## config.mk

```make
export PLATFORM = sky130hd
export DESIGN_NAME = vending_credit_engine
export DESIGN_NICKNAME = d
export VERILOG_FILES = /design/src/rtl/vm_pkg.sv /design/src/rtl/vm_change_picker.sv /design/src/rtl/vending_credit_engine.sv
export SDC_FILE = /design/constraint.sdc
export NUM_CORES = 1
export LEC_CHECK = 0
export CORE_MARGIN = 5
export CORE_UTILIZATION = 40
export CTS_BUF_LIST = sky130_fd_sc_hd__clkbuf_4 sky130_fd_sc_hd__clkbuf_8
export DETAILED_ROUTE_END_ITERATION = 10
export DONT_BUFFER_PORTS = 1
export GPL_TIMING_DRIVEN = 0
export PLACE_DENSITY = 0.62
export SLEW_MARGIN = 20
export SYNTH_ARGS = -nofsm -noshare
export SYNTH_HDL_FRONTEND = slang
export SYNTH_HIERARCHICAL = 1
export SYNTH_SLANG_ARGS = --single-unit
export TNS_END_PERCENT = 20
```

## constraint.sdc

```tcl
create_clock -name clk -period 6.15 [get_ports clk]
set_clock_uncertainty 0.05 [all_clocks]
set_input_delay 1.23 -clock clk [delete_from_list [all_inputs] [get_ports clk]]
set_output_delay 1.23 -clock clk [all_outputs]
set_load 0.01 [all_outputs]
```

## src/rtl/vm_pkg.sv

```systemverilog
// Shared types, default widths and bus-slicing helper for the vending credit engine.
// Latency: none (declarations only); backpressure: not applicable.
package vm_pkg;

    typedef enum logic {
        VM_IDLE   = 1'b0,
        VM_RETURN = 1'b1
    } vm_state_t;

    localparam int VM_NUM_COINS   = 3;
    localparam int VM_NUM_ITEMS   = 4;
    localparam int VM_TOTAL_BITS  = 16;
    localparam int VM_PRICE_BITS  = 16;
    localparam int VM_WAIT_CYCLES = 100;
    localparam int VM_STOCK_BITS  = 4;

    // Flattened price/coin buses up to 1024 bits, slices up to 32 bits.
    localparam int VM_BUS_MAX   = 1024;
    localparam int VM_SLICE_MAX = 32;

    function automatic logic [VM_SLICE_MAX-1:0] vm_slice(
        input logic [VM_BUS_MAX-1:0] bus,
        input int                    idx,
        input int                    bits
    );
        logic [VM_BUS_MAX-1:0] shifted;
        logic [VM_BUS_MAX-1:0] mask;
        shifted = bus >> (idx * bits);
        mask    = ~({VM_BUS_MAX{1'b1}} << bits);
        return VM_SLICE_MAX'(shifted & mask);
    endfunction

endpackage

```

## src/rtl/vm_change_picker.sv

```systemverilog
// Greedy change selector: highest-index nonzero coin value that fits in the credit.
// Latency: combinational; backpressure: none.
module vm_change_picker
    import vm_pkg::*;
#(
    parameter int NUM_COINS = VM_NUM_COINS,
    parameter int VAL_BITS  = VM_TOTAL_BITS + 1
) (
    input  logic [VAL_BITS-1:0]           credit,
    input  logic [NUM_COINS*VAL_BITS-1:0] values,
    output logic [NUM_COINS-1:0]          coin,
    output logic                          valid
);

    always_comb begin
        coin  = '0;
        valid = 1'b0;
        // Ascending scan; the last fitting coin (highest index) wins.
        for (int j = 0; j < NUM_COINS; j++) begin
            if ((values[j*VAL_BITS +: VAL_BITS] != '0) &&
                (values[j*VAL_BITS +: VAL_BITS] <= credit)) begin
                coin    = '0;
                coin[j] = 1'b1;
                valid   = 1'b1;
            end
        end
    end

endmodule

```

## src/rtl/vending_credit_engine.sv

```systemverilog
// Credit/dispense/change engine; stock tracking enabled by macro VM_STOCK_TRACK_EN.
// Latency: dispense/payout pulses combinational, credit and reject registered; no backpressure.
module vending_credit_engine
    import vm_pkg::*;
#(
    parameter int NUM_COINS   = VM_NUM_COINS,
    parameter int NUM_ITEMS   = VM_NUM_ITEMS,
    parameter int TOTAL_BITS  = VM_TOTAL_BITS,
    parameter int PRICE_BITS  = VM_PRICE_BITS,
    parameter int WAIT_CYCLES = VM_WAIT_CYCLES,
    parameter int STOCK_BITS  = VM_STOCK_BITS
) (
    input  logic                            clk,
    input  logic                            reset_n,
    input  logic [NUM_COINS-1:0]            i_input_coin,
    input  logic [NUM_ITEMS-1:0]            i_select_item,
    input  logic                            i_trigger_return,
    input  logic [NUM_COINS*PRICE_BITS-1:0] i_coin_value,
    input  logic [NUM_ITEMS*PRICE_BITS-1:0] i_item_price,
    input  logic                            i_refill,
    output logic [NUM_ITEMS-1:0]            o_available_item,
    output logic [NUM_ITEMS-1:0]            o_output_item,
    output logic [NUM_COINS-1:0]            o_return_coin,
    output logic                            o_accept_coin,
    output logic                            o_coin_reject,
    output logic [TOTAL_BITS-1:0]           o_current_total
);

    // Arithmetic width wide enough that credit - price + coin never wraps.
    localparam int CW = ((TOTAL_BITS > PRICE_BITS) ? TOTAL_BITS : PRICE_BITS) + 1;
    localparam int TW = $clog2(WAIT_CYCLES + 2);
    localparam logic [CW-1:0] CREDIT_MAX = CW'({TOTAL_BITS{1'b1}});
    localparam logic [TW-1:0] WAIT_LOAD  = TW'(WAIT_CYCLES);

    vm_state_t               state, state_nxt;
    logic [TOTAL_BITS-1:0]   credit, credit_nxt;
    logic [TW-1:0]           timer, timer_nxt;
    logic                    coin_reject, coin_reject_nxt;

    logic [CW-1:0]           price [NUM_ITEMS];
    logic [CW-1:0]           value [NUM_COINS];
    logic [NUM_COINS*CW-1:0] values_flat;
    logic [CW-1:0]           credit_w, disp_price, coin_val, pay_val, sum;
    logic [NUM_ITEMS-1:0]    in_stock, available, dispense;
    logic [NUM_COINS-1:0]    pay_coin;
    logic                    pay_vld, coin_in, coin_ok, go_return;

    assign credit_w = CW'(credit);

    always_comb begin
        values_flat = '0;
        for (int i = 0; i < NUM_ITEMS; i++) begin
            price[i] = CW'(PRICE_BITS'(vm_slice(VM_BUS_MAX'(i_item_price), i, PRICE_BITS)));
        end
        for (int j = 0; j < NUM_COINS; j++) begin
            value[j] = CW'(PRICE_BITS'(vm_slice(VM_BUS_MAX'(i_coin_value), j, PRICE_BITS)));
            values_flat[j*CW +: CW] = value[j];
        end
    end

`ifdef VM_STOCK_TRACK_EN
    logic [STOCK_BITS-1:0] stock [NUM_ITEMS];

    always_ff @(posedge clk or negedge reset_n) begin
        if (!reset_n) begin
            for (int i = 0; i < NUM_ITEMS; i++) stock[i] <= '1;
        end else if (i_refill) begin
            for (int i = 0; i < NUM_ITEMS; i++) stock[i] <= '1;
        end else begin
            for (int i = 0; i < NUM_ITEMS; i++) begin
                if (dispense[i]) stock[i] <= stock[i] - STOCK_BITS'(1);
            end
        end
    end

    always_comb begin
        for (int i = 0; i < NUM_ITEMS; i++) in_stock[i] = (stock[i] != '0);
    end
`else
    logic unused_refill;
    assign unused_refill = i_refill;
    assign in_stock      = '1;
`endif

    // Gated by reset_n so every output reads 0 while reset is held.
    always_comb begin
        for (int i = 0; i < NUM_ITEMS; i++) begin
            available[i] = reset_n && (credit_w >= price[i]) && in_stock[i];
        end
    end

    always_comb begin
        dispense   = '0;
        disp_price = '0;
        coin_in    = |i_input_coin;
        coin_val   = '0;
        pay_val    = '0;
        if (state == VM_IDLE) begin
            for (int i = NUM_ITEMS - 1; i >= 0; i--) begin
                if (i_select_item[i] && available[i]) begin
                    dispense    = '0;
                    dispense[i] = 1'b1;
                    disp_price  = price[i];
                end
            end
        end
        for (int j = NUM_COINS - 1; j >= 0; j--) begin
            if (i_input_coin[j]) coin_val = value[j];
        end
        for (int j = 0; j < NUM_COINS; j++) begin
            if (pay_coin[j]) pay_val = value[j];
        end
    end

    vm_change_picker #(
        .NUM_COINS (NUM_COINS),
        .VAL_BITS  (CW)
    ) u_picker (
        .credit (credit_w),
        .values (values_flat),
        .coin   (pay_coin),
        .valid  (pay_vld)
    );

    always_comb begin
        state_nxt       = state;
        credit_nxt      = credit;
        timer_nxt       = timer;
        coin_reject_nxt = 1'b0;
        go_return       = 1'b0;
        coin_ok         = 1'b0;
        sum             = '0;
        case (state)
            VM_IDLE: begin
                go_return       = (credit != '0) && (i_trigger_return || (timer == '0));
                sum             = credit_w - disp_price + coin_val;
                // A pending return wins over a same-cycle coin.
                coin_ok         = coin_in && !go_return && (sum <= CREDIT_MAX);
                coin_reject_nxt = coin_in && !coin_ok;
                credit_nxt      = TOTAL_BITS'(coin_ok ? sum : (credit_w - disp_price));
                if (coin_ok || (|dispense)) begin
                    timer_nxt = WAIT_LOAD;
                end else if (timer != '0) begin
                    timer_nxt = timer - TW'(1);
                end
                if (go_return) state_nxt = VM_RETURN;
            end
            VM_RETURN: begin
                if (pay_vld) credit_nxt = TOTAL_BITS'(credit_w - pay_val);
                if (!pay_vld || (credit_w == pay_val)) begin
                    state_nxt = VM_IDLE;
                    timer_nxt = WAIT_LOAD;
                end
            end
            default: state_nxt = VM_IDLE;
        endcase
    end

    always_ff @(posedge clk or negedge reset_n) begin
        if (!reset_n) begin
            state       <= VM_IDLE;
            credit      <= '0;
            timer       <= WAIT_LOAD;
            coin_reject <= 1'b0;
        end else begin
            state       <= state_nxt;
            credit      <= credit_nxt;
            timer       <= timer_nxt;
            coin_reject <= coin_reject_nxt;
        end
    end

    assign o_available_item = available;
    assign o_output_item    = dispense;
    assign o_return_coin    = (state == VM_RETURN) ? pay_coin : '0;
    assign o_accept_coin    = reset_n && (state == VM_IDLE);
    assign o_coin_reject    = coin_reject;
    assign o_current_total  = credit;

endmodule
```

==> results.sh <==
export IMPL_status="finished with violations"
export IMPL_violations="negative setup slack"
export IMPL_cts_tree="yes"
export IMPL_crit_type="reg -> reg"
export IMPL_cp_start_kind="register"
export IMPL_swShare_pct=53.2
export IMPL_cp_required_ns=6.26
export IMPL_clk_pin_slew_ns=0.10
export IMPL_initial_core_util_pct=40.3
export IMPL_synth_compound_area_share_pct=28.9
export IMPL_yosys_area_top_type="ha_1"
export IMPL_place_gp_congestion=0.963
export IMPL_total_leakage_power_nw=4.24
export IMPL_slew_headroom_pct=41.4
export IMPL_synth_top_family_by_area="compound AO/OA/AOI/OAI gates"
export IMPL_synth_simple_area_share_pct=22.7
export IMPL_critPathCaptureType="register"
export IMPL_grt_pass1_vias=8219
export IMPL_dp_hpwl_um=22600
export IMPL_drc=0
export IMPL_yosys_area_top_type_share_pct=26.3
export IMPL_cts_sinks=25
export IMPL_use_met1_pct=31.0
export IMPL_clock_path_buffers=2
export IMPL_clkPwrFrac_pct=2.0
export IMPL_syn_inst=1091
export IMPL_cap_violations=0
export IMPL_layout_common_cells="152 x ha_1, 98 x inv_1, 97 x nand2_1"
export IMPL_timing_fmax_mhz=145
export IMPL_p_comb_share_pct=87.6
export IMPL_final_common_cell="ha_1"
export IMPL_layout_nets=1439
export IMPL_rr_startpoint="o_current_total[0]"
export IMPL_area_growth_pct=19.0
export IMPL_synth_main_ff_cell="dfrtp_1"
export IMPL_drv_slew=0
export IMPL_drt_initial_drc_count=466
export IMPL_yosys_area_share_adder_pct=27.1
export IMPL_synth_area_um2=7800
export IMPL_hold_class="reg -> reg"
export IMPL_worstPathArrival_ns=7.01
export IMPL_postCtsHoldBufs=0
export IMPL_worst_pin_slew_ns=0.871
export IMPL_yosysSeqAreaShare_pct=8.07
export IMPL_synthTopCellsByArea="ha_1 26%, dfrtp_1 7.1%, a21oi_1 6.8%"
export IMPL_use_met2_pct=41.5
export IMPL_setup_viol=24
export IMPL_die_h_um=150
export IMPL_dr_pass1_iters=5
export IMPL_synthXorXnorAreaFrac_pct=4.16
export IMPL_switchingPower_w=0.00285
export IMPL_grt_pass1_wl_um=43000
export IMPL_fp_dieW_um=150
export IMPL_die_area_um2=22400
export IMPL_min_from="timer[0]"
export IMPL_final_util_pct=48.0
export IMPL_antenna_found_initial=0
export IMPL_p_per_area_nw_per_um2=578
export IMPL_hold_path_depth=1
export IMPL_dp_cells=1362
export IMPL_p_int_w=0.00251
export IMPL_vdd_drop_max_mv=0.208
export IMPL_fin_crit_ns=6.90
export IMPL_vias=8361
export IMPL_drive_gt1_share_pct=14.8
export IMPL_core_area_um2=19300
export IMPL_ys_async_sr_fraction_pct=100
export IMPL_grt_busiest_layer="met2"
export IMPL_synthDistinctLibCells=79
export IMPL_max_stage_delay_ns=0.58
export IMPL_r2r_cells=34
export IMPL_grt_max_degree=33
export IMPL_postRouteAntennaNets=0
export IMPL_synthMuxAreaShare_pct=1.96
export IMPL_grtUsageMet3_pct=4.00
export IMPL_routedWlPerCell_um=19.7
export IMPL_grt_overflow_total=0
export IMPL_avgViaCountPerCell=5.91
export IMPL_portBuffers=0
export IMPL_grt_setup_unrepaired="true"
export IMPL_totalWireLength_um=27900
export IMPL_numCtsBuffers=3
export IMPL_yosysWarnings=6
export IMPL_crit_start="o_current_total[0]"
export IMPL_hold_viol_final=0
export IMPL_slowest_stage="dfrtp_2"
export IMPL_postLayoutSetupSlackWorst_ns=-0.754
export IMPL_synth_edf_count=0
export IMPL_grt_use_total_pct=24.0
export IMPL_h_tree_depth=1
export IMPL_pin_count=152
export IMPL_pre_cts_slack_ns=-1.40
export IMPL_rows=51
export IMPL_root_buffer="clkbuf_8"
export IMPL_clk_latency_ns=0.29
export IMPL_avgSynthCellArea_um2=7.15
export IMPL_p_total_w=0.00537
export IMPL_synth_seq_cells=25
export IMPL_fin_crit_sh_pct=112
export IMPL_pwr_share_seq_pct=10.4
export IMPL_critPathMaxFanout=10
export IMPL_final_cells=1414
-- worst paths after layout --
| path | endpoint | slack (ns) |
|---|---|---|
| max in group asynchronous | timer[6] | 5.30 |
| hold reg to reg | timer[0] | 0.48 |
| setup / recovery | o_current_total[9] | -0.75 |
| min in group asynchronous | timer[4] | 0.57 |
| setup reg to reg | o_current_total[9] | -0.75 |
| hold / removal | timer[0] | 0.48 |
-- cells by family (layout without fill, tap and decap cells) --
logic type / after synthesis / count (layout)
and+or+nand+nor: 358 / 358
DFF: 25 / 25
AOI/OAI and AO/OA: 343 / 343
other: 1 / 8
adders and majority gates: 167 / 167
buffers and inverters: 145 / 196
xor gates and xnor gates: 37 / 37
muxes: 15 / 15
-- routing by layer --
metal / vias up / wire length, µm
li1: 4104 / -
met1: 3871 / 11800
met2: 348 / 12700
met3: 38 / 2890
met4: 0 / 564
met5: - / 0
-- metrics by stage --
step / hold slack (ns) / TNS (ns) / instance area, µm²
after floorplan: 0.436 / -6.43 / 8140
after global placement: 0.461 / -31.08 / 8470
after detailed placement: 0.472 / -31.48 / 8470
after CTS: 0.487 / -13.78 / 9050
after global routing: 0.507 / -22.86 / 9280
final: 0.482 / -15.75 / 9280
-- power by group through the flow --
stage	Sequential (W)	Combinational (W)	Clock (W)
2_1_floorplan	0.000435	0.00319	0
3_3_place_gp	0.000555	0.00389	0
3_5_place_dp	0.000557	0.00394	0
4_1_cts	0.000556	0.00439	0.000111
5_1_grt	0.000574	0.00520	0.000117
6_report	0.000560	0.00470	0.000107
-- synthesized netlist by cell type, types with 5 or more instances --
| master | count |
|---|---|
| a211oi_1 | 10 |
| a21o_1 | 28 |
| a21oi_1 | 106 |
| a22oi_1 | 17 |
| a311oi_1 | 15 |
| and2_1 | 26 |
| and3_1 | 13 |
| and4_1 | 8 |
| clkbuf_1 | 35 |
| dfrtp_1 | 22 |
| ha_1 | 164 |
| inv_1 | 105 |
| mux2i_1 | 13 |
| nand2_1 | 98 |
| nand2b_1 | 9 |
| nand3_1 | 28 |
| nand4_1 | 16 |
| nor2_1 | 89 |
| nor2b_1 | 18 |
| nor3_1 | 18 |
| nor4_1 | 18 |
| o211ai_1 | 11 |
| o21a_1 | 12 |
| o21ai_0 | 74 |
| o21bai_1 | 5 |
| o22ai_1 | 5 |
| xnor2_1 | 27 |
| xor2_1 | 10 |
-- sequential cells by signal, summed over array words and instances (netlist names) --
signal / count
o_current_total: 16
timer: 7
o_coin_reject: 1
state: 1
-- worst max-delay path, delay by kind of cell, from the launching register on --
family | cells | cell delay, ns
adders and majority gates | 4 | 1.04
xor gates and xnor gates | 1 | 0.18
buffers and inverters | 7 | 0.99
AOI/OAI and AO/OA | 16 | 3.04
DFF | 1 | 0.58
and+or+nand+nor | 5 | 0.69
muxes | 1 | 0.18
-- final cells by class --
cell class / count / area [µm²]
antenna: 1 / 2.50
buffer: 39 / 287
clock buffer: 3 / 41.3
clock inverter: 1 / 5.00
fill: 1926 / 10100
inverter: 106 / 412
multi-input combinational: 927 / 7160
sequential: 25 / 631
tap: 265 / 332
timing repair buffer: 47 / 415
-- repair_timing --
item                       4_1_cts  5_1_grt
setup endpoints to repair       24       24
cloned                           1        0
setup buffers                   33       13
gates resized for setup         57       28
pin swaps                       40       37
Note: power is estimated with default switching activity, not from simulation.
